==> src/rtl/fetch_sequencer_pkg.sv <==
// Shared constants for fetch_sequencer: FSM encodings, default boot/halt values,
// and the 16-to-30-bit sign extender used for branch offsets.
package fetch_sequencer_pkg;

  localparam logic [1:0] ST_IDLE = 2'd0;
  localparam logic [1:0] ST_REQ  = 2'd1;
  localparam logic [1:0] ST_HOLD = 2'd2;
  localparam logic [1:0] ST_HALT = 2'd3;

  localparam logic [31:0] DEF_BOOT_PC   = 32'h0040_0020;
  localparam logic [31:0] DEF_HALT_WORD = 32'h0000_000C;
  localparam int unsigned DEF_TIMEOUT_CYCLES = 16;

  function automatic logic [29:0] sext16_to_30(input logic [15:0] v);
    return {{14{v[15]}}, v};
  endfunction

endpackage

==> src/rtl/fetch_sequencer_next_pc_calc.sv <==
// Combinational next-PC on word addresses: cur_pc + 1, plus sign-extended imm16 when
// a branch is taken. Wraps modulo 2^30 words.
module next_pc_calc
  import fetch_sequencer_pkg::*;
(
  input  logic [31:2] cur_pc,
  input  logic [15:0] imm16,
  input  logic        take_branch,
  output logic [31:2] next_pc
);

  logic [29:0] offset_s;

  // Branch offset is zero on the sequential path.
  always_comb begin
    offset_s = 30'd0;
    if (take_branch) begin
      offset_s = sext16_to_30(imm16);
    end else begin
      offset_s = 30'd0;
    end
  end

  assign next_pc = cur_pc + 30'd1 + offset_s;

endmodule

==> src/rtl/fetch_sequencer.sv <==
// Multi-cycle fetch controller: owns the PC, issues imem requests, holds each word
// until accepted, halts on HALT_WORD. Optional imem timeout under FETCH_TIMEOUT_EN.
module fetch_sequencer
  import fetch_sequencer_pkg::*;
#(
  parameter logic [31:0] BOOT_PC   = DEF_BOOT_PC,
  parameter logic [31:0] HALT_WORD = DEF_HALT_WORD
`ifdef FETCH_TIMEOUT_EN
  , parameter int unsigned TIMEOUT_CYCLES = DEF_TIMEOUT_CYCLES
`endif
) (
  input  logic        clk,
  input  logic        rst_n,
  input  logic        start,
  output logic        imem_req,
  output logic [31:0] imem_addr,
  input  logic        imem_ready,
  input  logic [31:0] imem_rdata,
  output logic [31:0] instr,
  output logic [31:0] instr_pc,
  output logic        instr_valid,
  input  logic        instr_accept,
  input  logic        branch_taken,
  output logic        halt,
  output logic        fetch_err
);

  logic [1:0]  state_q, state_d;
  logic [31:2] pc_q, pc_d;
  logic [31:0] instr_q, instr_d;
  logic [31:0] instr_pc_q, instr_pc_d;
  logic [31:2] next_pc_s;

`ifdef FETCH_TIMEOUT_EN
  localparam int CNT_W = $clog2(TIMEOUT_CYCLES + 1);
  logic [CNT_W-1:0] cnt_q, cnt_d;
  logic             fetch_err_q, fetch_err_d;
`endif

  next_pc_calc u_next_pc (
    .cur_pc      (instr_pc_q[31:2]),
    .imm16       (instr_q[15:0]),
    .take_branch (branch_taken),
    .next_pc     (next_pc_s)
  );

  // FSM and datapath next-state.
  always_comb begin
    state_d    = state_q;
    pc_d       = pc_q;
    instr_d    = instr_q;
    instr_pc_d = instr_pc_q;
`ifdef FETCH_TIMEOUT_EN
    cnt_d       = cnt_q;
    fetch_err_d = fetch_err_q;
`endif
    case (state_q)
      ST_IDLE: begin
        if (start) begin
          state_d = ST_REQ;
          pc_d    = BOOT_PC[31:2];
`ifdef FETCH_TIMEOUT_EN
          cnt_d   = '0;
`endif
        end else begin
          state_d = ST_IDLE;
        end
      end
      ST_REQ: begin
        if (imem_ready) begin
          instr_d    = imem_rdata;
          instr_pc_d = {pc_q, 2'b00};
          state_d    = ST_HOLD;
        end else begin
`ifdef FETCH_TIMEOUT_EN
          cnt_d = cnt_q + CNT_W'(1);
          if (cnt_d == CNT_W'(TIMEOUT_CYCLES)) begin
            state_d     = ST_HALT;
            fetch_err_d = 1'b1;
          end else begin
            state_d = ST_REQ;
          end
`else
          state_d = ST_REQ;
`endif
        end
      end
      ST_HOLD: begin
        if (instr_accept) begin
          // A halt word wins over any branch qualification.
          if (instr_q == HALT_WORD) begin
            state_d = ST_HALT;
          end else begin
            pc_d    = next_pc_s;
            state_d = ST_REQ;
`ifdef FETCH_TIMEOUT_EN
            cnt_d   = '0;
`endif
          end
        end else begin
          state_d = ST_HOLD;
        end
      end
      ST_HALT: state_d = ST_HALT;
      default: state_d = ST_IDLE;
    endcase
  end

  // State registers with synchronous active-low reset.
  always_ff @(posedge clk) begin
    if (!rst_n) begin
      state_q    <= ST_IDLE;
      pc_q       <= BOOT_PC[31:2];
      instr_q    <= 32'h0000_0000;
      instr_pc_q <= 32'h0000_0000;
`ifdef FETCH_TIMEOUT_EN
      cnt_q       <= '0;
      fetch_err_q <= 1'b0;
`endif
    end else begin
      state_q    <= state_d;
      pc_q       <= pc_d;
      instr_q    <= instr_d;
      instr_pc_q <= instr_pc_d;
`ifdef FETCH_TIMEOUT_EN
      cnt_q       <= cnt_d;
      fetch_err_q <= fetch_err_d;
`endif
    end
  end

  assign imem_req    = (state_q == ST_REQ);
  assign imem_addr   = {pc_q, 2'b00};
  assign instr       = instr_q;
  assign instr_pc    = instr_pc_q;
  assign instr_valid = (state_q == ST_HOLD);
  assign halt        = (state_q == ST_HALT);
`ifdef FETCH_TIMEOUT_EN
  assign fetch_err   = fetch_err_q;
`else
  assign fetch_err   = 1'b0;
`endif

endmodule
==> config.mk <==
export PLATFORM = sky130hd
export DESIGN_NAME = fetch_sequencer
export DESIGN_NICKNAME = d
export VERILOG_FILES = /design/src/rtl/fetch_sequencer_pkg.sv /design/src/rtl/fetch_sequencer_next_pc_calc.sv /design/src/rtl/fetch_sequencer.sv
export SDC_FILE = /design/constraint.sdc
export NUM_CORES = 1
export LEC_CHECK = 0
export CORE_MARGIN = 3
export CORE_UTILIZATION = 45
export DETAILED_ROUTE_END_ITERATION = 10
export PLACE_DENSITY = 0.74
export SLEW_MARGIN = 30
export SYNTH_ARGS = -nofsm -noshare
export SYNTH_HDL_FRONTEND = slang
export SYNTH_HIERARCHICAL = 1
export SYNTH_SLANG_ARGS = --single-unit
export TNS_END_PERCENT = 5
==> constraint.sdc <==
create_clock -name clk -period 5.06 [get_ports clk]
set_input_delay 0.759 -clock clk [delete_from_list [all_inputs] [get_ports clk]]
set_output_delay 0.759 -clock clk [all_outputs]
set_load 0.1 [all_outputs]
* Word-level counts from Yosys, hierarchy flattened *
Cells that the tools add are included.

word-level totals
  flip-flop bits (word level) = 94
  bits of input ports = 38
  logic and storage cells = 27

operators by class
  add/sub/neg operators = 2
  eq/ne operators = 7
  multiplexer cells = 10
  reduce and logical (&&, ||, !) cells = 4

operators with widths
  kind                                                                     number
  30-bit 2-to-1 mux                                                        4
  30-bit case mux with 2 select lines                                      1
  32-bit by 4-bit equality test with 1-bit output (second input constant)  1
  30-bit by 1-bit adder with 30-bit output (second input constant)         1
  30-bit adder                                                             1
  2-bit case mux with 4 select lines                                       1
  2-bit 2-to-1 mux                                                         3
  2-bit equality test (second input constant)                              2
  2-bit != test (second input constant)                                    2
  4-bit AND reduction                                                      1
  2-bit by 1-bit equality test with 1-bit output (second input constant)   1
  2-bit logical NOT                                                        1
  2-bit by 1-bit != test with 1-bit output (second input constant)         1
  2-bit AND reduction                                                      1
  2-bit nonzero test                                                       1
  1-bit 2-to-1 mux                                                         1

* Longest topological paths before layout *
  depth after elaboration = 5
  depth in mapped cells = 13

* Cells and area by module *
Netlist, hierarchy kept.

modules (own cells, without submodules)
  module           times used  cells an instance  area each (µm²)  sequential area each (µm²)
  fetch_sequencer  1           429                3,718.6          1,881.8
  next_pc_calc     1           243                1,669.1          0.0

* Worst setup path after synthesis *
OpenSTA, ideal clock, no wires.

  kind = register to register
  start point = reg instr_q[0], in the netlist instr[0]
  end point = reg pc_q[22] in the netlist's numbering
  setup time = 0.123 ns
  arrival time = 3.411 ns
  required time = 4.937 ns
  slack = 1.526 ns
  stages on the path, launching flop included = 13
  clock period less this slack = 3.534 ns
  path through = dfxtp_1 -> nand2_1 -> ha_1 -> fa_1 -> nand2b_1 -> a21oi_1 -> o2111ai_1 -> o31ai_1 -> a32oi_1 -> a32o_1 -> xor2_1 -> nor2b_1 -> mux2i_1

on the way
  cells in the longest elaborated chain, start to end = 5
  elaborated cells between the ends (all ways) = 8
  classes of those cells = 1 x add/sub; 2 x eq/ne; 4 x mux; 1 x reduce/logical

ends and longest elaborated chain
  item                                 RTL line                            text
  from (decl)                          fetch_sequencer.sv:30               logic [31:0] instr_q, instr_d;
  from (signal assigned)               fetch_sequencer.sv:123              instr_q <= instr_d;
  30-bit 2-to-1 mux                    fetch_sequencer_next_pc_calc.sv:17  if (take_branch) begin
  30-bit adder                         fetch_sequencer_next_pc_calc.sv:24  assign next_pc = cur_pc + 30'd1 + offset_s;
  named net next_pc_s (one bit)        fetch_sequencer.sv:32               logic [31:2] next_pc_s;
  30-bit 2-to-1 mux                    fetch_sequencer.sv:91               if (instr_q == HALT_WORD) begin
  30-bit 2-to-1 mux                    fetch_sequencer.sv:89               if (instr_accept) begin
  30-bit case mux with 2 select lines  fetch_sequencer.sv:57               case (state_q)
  to (signal assigned)                 fetch_sequencer.sv:113              pc_q <= BOOT_PC[31:2];
  to (signal assigned)                 fetch_sequencer.sv:122              pc_q <= pc_d;
  to (decl)                            fetch_sequencer.sv:29               logic [31:2] pc_q, pc_d;

The timed path passes the listed nets, and every way through them passes these cells. The select of a mux whose other input is x is not followed.
A chain may end at the register's enable or synchronous reset.

* Final worst setup path *
  start point = in branch_taken
  end point = reg pc_q[22] in the netlist's numbering

on the way
  cells in the longest elaborated chain, start to end = 5

ends and longest elaborated chain
  item                                 RTL line                            text
  from (decl)                          fetch_sequencer.sv:23               input logic branch_taken,
  30-bit 2-to-1 mux                    fetch_sequencer_next_pc_calc.sv:17
  30-bit adder                         fetch_sequencer_next_pc_calc.sv:24
  named net next_pc_s (one bit)        fetch_sequencer.sv:32
  30-bit 2-to-1 mux                    fetch_sequencer.sv:91
  30-bit 2-to-1 mux                    fetch_sequencer.sv:89
  30-bit case mux with 2 select lines  fetch_sequencer.sv:57

The timed path passes the listed nets, and every way through them passes these cells. The select of a mux whose other input is x is not followed.

==> flow_summary_export.csv <==
group,metric,value,unit
global_routing,grt_pass1_wl,24700,um
sta,hold_violations,0,
critical_path,crit_path_start,"branch_taken",
critical_path,r2r_slack,1800,ps
sta,slew_headroom,32.7,%
synthesis,synth_edf_count,0,
placed_design,gp_congestion,0.895,
global_routing,grt_util_met2,37.8,%
clock_network,cts_max_level,3,
sta,layout_min_cycle_time,4040,ps
placed_design,hpwl,10500,um
layout,synthToLayoutAreaGrowth,29.5,%
job,drv_cap,0,
global_routing,busiest_layer,"met2",
pwr,leakagePower,2.80,nW
drt,via_per_inst,5.46,
clock_network,cts_tree,"built",
floorplan,core.rowCount,39,
floorplan,die_h,115,um
synthesis,synth_top_area_share,34.9,%
critical_path,cp_data_arrival_time,4250,ps
floorplan,die_width,115,um
critical_path,cp.depth,13,
drt,routed_wl,14900,um
critical_path,cpMaxStageDelayCell,"clkdlybuf4s50_1",
sta,skew,5.56,ps
layout,final_layout_size_suffix_gt1_share,4.24,%
critical_path,max_stage_delay,800,ps
layout,diodes,0,
pwr,power_switching,0.000497,W
synthesis,ys_seq_elements,94,
pwr,p_seq_share,44.6,%
synthesis,yosys-top-cells-area,"dfxtp_1 35%, nand2_1 14%, a21boi_0 8.6%",
placed_design,port_buffers,132,
pwr,swShare,28.8,%
min_path,hold_path.class,"reg2reg",
global_routing,grt_max_degree,95,
clock_network,clock_sinks,94,
pwr,comb_power_share,16.6,%
clock_network,cts.repair.resized,0,
critical_path,critical_path_buf_inv_count,1,
placed_design,dpl_cell_area,6690,um2
floorplan,coreArea,11600,um2
floorplan,initial_utilization,46.6,%
sta,slew_violations,0,
clock_network,ctsHoldBuffers,0,
synthesis,syn_inst,672,
synthesis,synth_area,5390,um2
clock_network,cts_buffers,9,
critical_path,path_delay_family,"compound AO/OA/AOI/OAI gates",
drt,drtPass1Iterations,5,
synthesis,ys_types,66,
min_path,whs_path_depth,2,
sta,fmax,0.247,GHz
pwr,p_clk_share,38.8,%
critical_path,startpoint_type,"primary input",
critical_path,cp_max_fo,18,
sta,setup_violations,0,
critical_path,crit_end,"pc_q[22]",
drt,ant_nets,0,
floorplan,io-pin-count,138,
pwr,p_int,0.00123,W
global_routing,met3_usage,6.21,%
status,status,"completed",
drt,drt_iter0_drc,399,
critical_path,cp-end-kind,"register",
clock_network,clkLatencyLatePin,350,ps
drt,routed-via-count,5033,
critical_path,cp_cell_sequence,"clkdlybuf4s50_1, nand2_1, ha_1, fa_1, nand2b_1, a21oi_1, o2111ai_1, o311ai_0, a32oi_1, a32o_1, xor2_1, nor2b_1, mux2i_1",
synthesis,ys.flop_type,"dfxtp_1",
global_routing,grt_use_total,23.2,%
synthesis,synth_area_per_cell,8.02,um2
critical_path,criticalPathCategory,"in2reg",
synthesis,ys_warn_count,6,
pwr,power.density,248,nW/um2
critical_path,r2r-end,"pc_q[22]",
synthesis,async_flop_share,0,%
critical_path,r2r-start,"instr[0]",
global_routing,grt_pass1_vias,4916,
sta,rsz0062_at_grt,"false",
sta,finalCritPeriodShare,79.9,%
global_routing,met1_usage,29.7,%
floorplan,design.die.area,13300,um2
layout,utilization,60.3,%
layout,final_area,6980,um2
clock_network,clk_pin_slew_worst_paths,60,ps
synthesis,seq_area_frac_synth,34.9,%
global_routing,antenna_found_initial,0,
layout,fin_nets,829,
clock_network,cts_setup_buffers,0,
clock_network,cts-root-buf,"clkbuf_16",
sta,finalSetupTns,0,ps
clock_network,cts_buffer_depth,2,
drt,wl_per_cell,16.2,um
sta,tightest_slew,1010,ps
critical_path,r2r_cells,12,
critical_path,cp.required,5270,ps
pwr,ir_drop,0.184,mV
global_routing,gr-total-overflow,0,
drt,drc,0,
synthesis,synth_top_cell_by_area,"dfxtp_1",
==> state kept, by name, summed over array words and instances (netlist names) <==
register,cells
pc_q,30
instr,32
state_q,2
instr_pc,30
==> layout make-up <==
class / count / area [um2]
Multi-Input combinational cell: 526 / 3240
Timing Repair Buffer: 138 / 1360
Clock buffer: 11 / 243
Fill cell: 1071 / 4590
Sequential cell: 94 / 1880
Clock inverter: 4 / 47.5
Tap cell: 143 / 179
Inverter: 6 / 22.5
==> metrics by stage <==
| step | instances | total power [W] | hold WS (ps) | setup slack [ps] |
|---|---|---|---|---|
| after floorplan | 676 | 0.000996 | 564 | 1530 |
| after global placement | 907 | 0.00107 | 463 | 807 |
| after detailed placement | 907 | 0.00108 | 472 | 712 |
| after CTS | 922 | 0.00175 | 481 | 1040 |
| after global routing | 922 | 0.00179 | 507 | 703 |
| final | 922 | 0.00173 | 476 | 1020 |
==> layout by cell type, fill, tap and decap left out, types with 5 or more instances in the layout <==
master             n
nand4_1            8
or4_1              6
ha_1              15
a21o_1             6
clkdlybuf4s50_1  131
a21boi_0          62
dfxtp_1           94
inv_1              6
nor2_1            17
o21ai_0            5
a21oi_1           20
conb_1             5
xor2_1            12
mux2i_1           36
xnor2_1           17
buf_4              6
nand2_1          202
nor4_1             9
and2_1            20
clkbuf_16          9
nor2b_1            9
nand3_1            9
nand2b_1           5
and3_1             7
==> power by group through the flow <==
stage | Combinational (W) | Sequential, W | Clock [W]
final | 0.000287 | 0.000771 | 0.000670
after global routing | 0.000305 | 0.000773 | 0.000715
after CTS | 0.000289 | 0.000771 | 0.000687
after detailed placement | 0.000288 | 0.000787 | 0
after global placement | 0.000285 | 0.000787 | 0
after floorplan | 0.000119 | 0.000876 | 0
==> worst register-to-register path: stages, from the launching register on <==
cell	delay, ps
dfxtp_1	450
nand2_1	90
ha_1	230
fa_1	400
nand2b_1	180
a21oi_1	180
o2111ai_1	240
o311ai_0	470
a32oi_1	240
a32o_1	280
xor2_1	150
nor2b_1	130
mux2i_1	80
==> metal layers <==
layer | wire length [um] | up-vias
li1 | - | 2495
met1 | 6690 | 2374
met2 | 6980 | 149
met3 | 991 | 15
met4 | 250 | 0
met5 | 0 | -
==> logic make-up after synthesis <==
| group | Yosys count | synth area share, % |
|---|---|---|
| AND/OR/NAND/NOR | 310 | 26.2 |
| AO/OA/AOI/OAI | 130 | 18.0 |
| flip-flops | 94 | 34.9 |
| buffers and inverters | 56 | 5.55 |
| multiplexers | 36 | 6.69 |
| XOR/XNOR | 29 | 4.71 |
| adder cells (fa/ha/maj) | 16 | 3.86 |
| other | 1 | 0.0696 |
==> cells in the mapped netlist (2+ instances only) <==
library cell / count
a211oi_1: 2
a21boi_0: 62
a21o_1: 6
a21oi_1: 20
a31oi_1: 3
a32o_1: 2
a32oi_1: 2
and2_1: 21
and3_1: 7
buf_2: 14
buf_4: 8
buf_8: 3
clkbuf_1: 23
dfxtp_1: 94
ha_1: 15
inv_1: 6
mux2i_1: 36
nand2_1: 203
nand2b_1: 5
nand3_1: 9
nand4_1: 8
nor2_1: 17
nor2b_1: 9
nor3_1: 3
nor4_1: 9
o2111ai_1: 2
o211a_1: 2
o21a_1: 3
o21ai_0: 5
o21bai_1: 3
o22ai_1: 2
or3_1: 2
or4_1: 6
xnor2_1: 17
xor2_1: 12
==> how the worst min path moves through the flow <==
| stage | start | to |
|---|---|---|
| 2_1_floorplan | state_q[0] | state_q[0] |
| 3_3_place_gp | pc_q[26] | pc_q[26] |
| 3_5_place_dp | pc_q[30] | pc_q[30] |
| 4_1_cts | pc_q[30] | pc_q[30] |
| 5_1_grt | pc_q[27] | pc_q[27] |
| 6_report | pc_q[26] | instr_pc[26] |
Power figures use the tool's default switching activity.
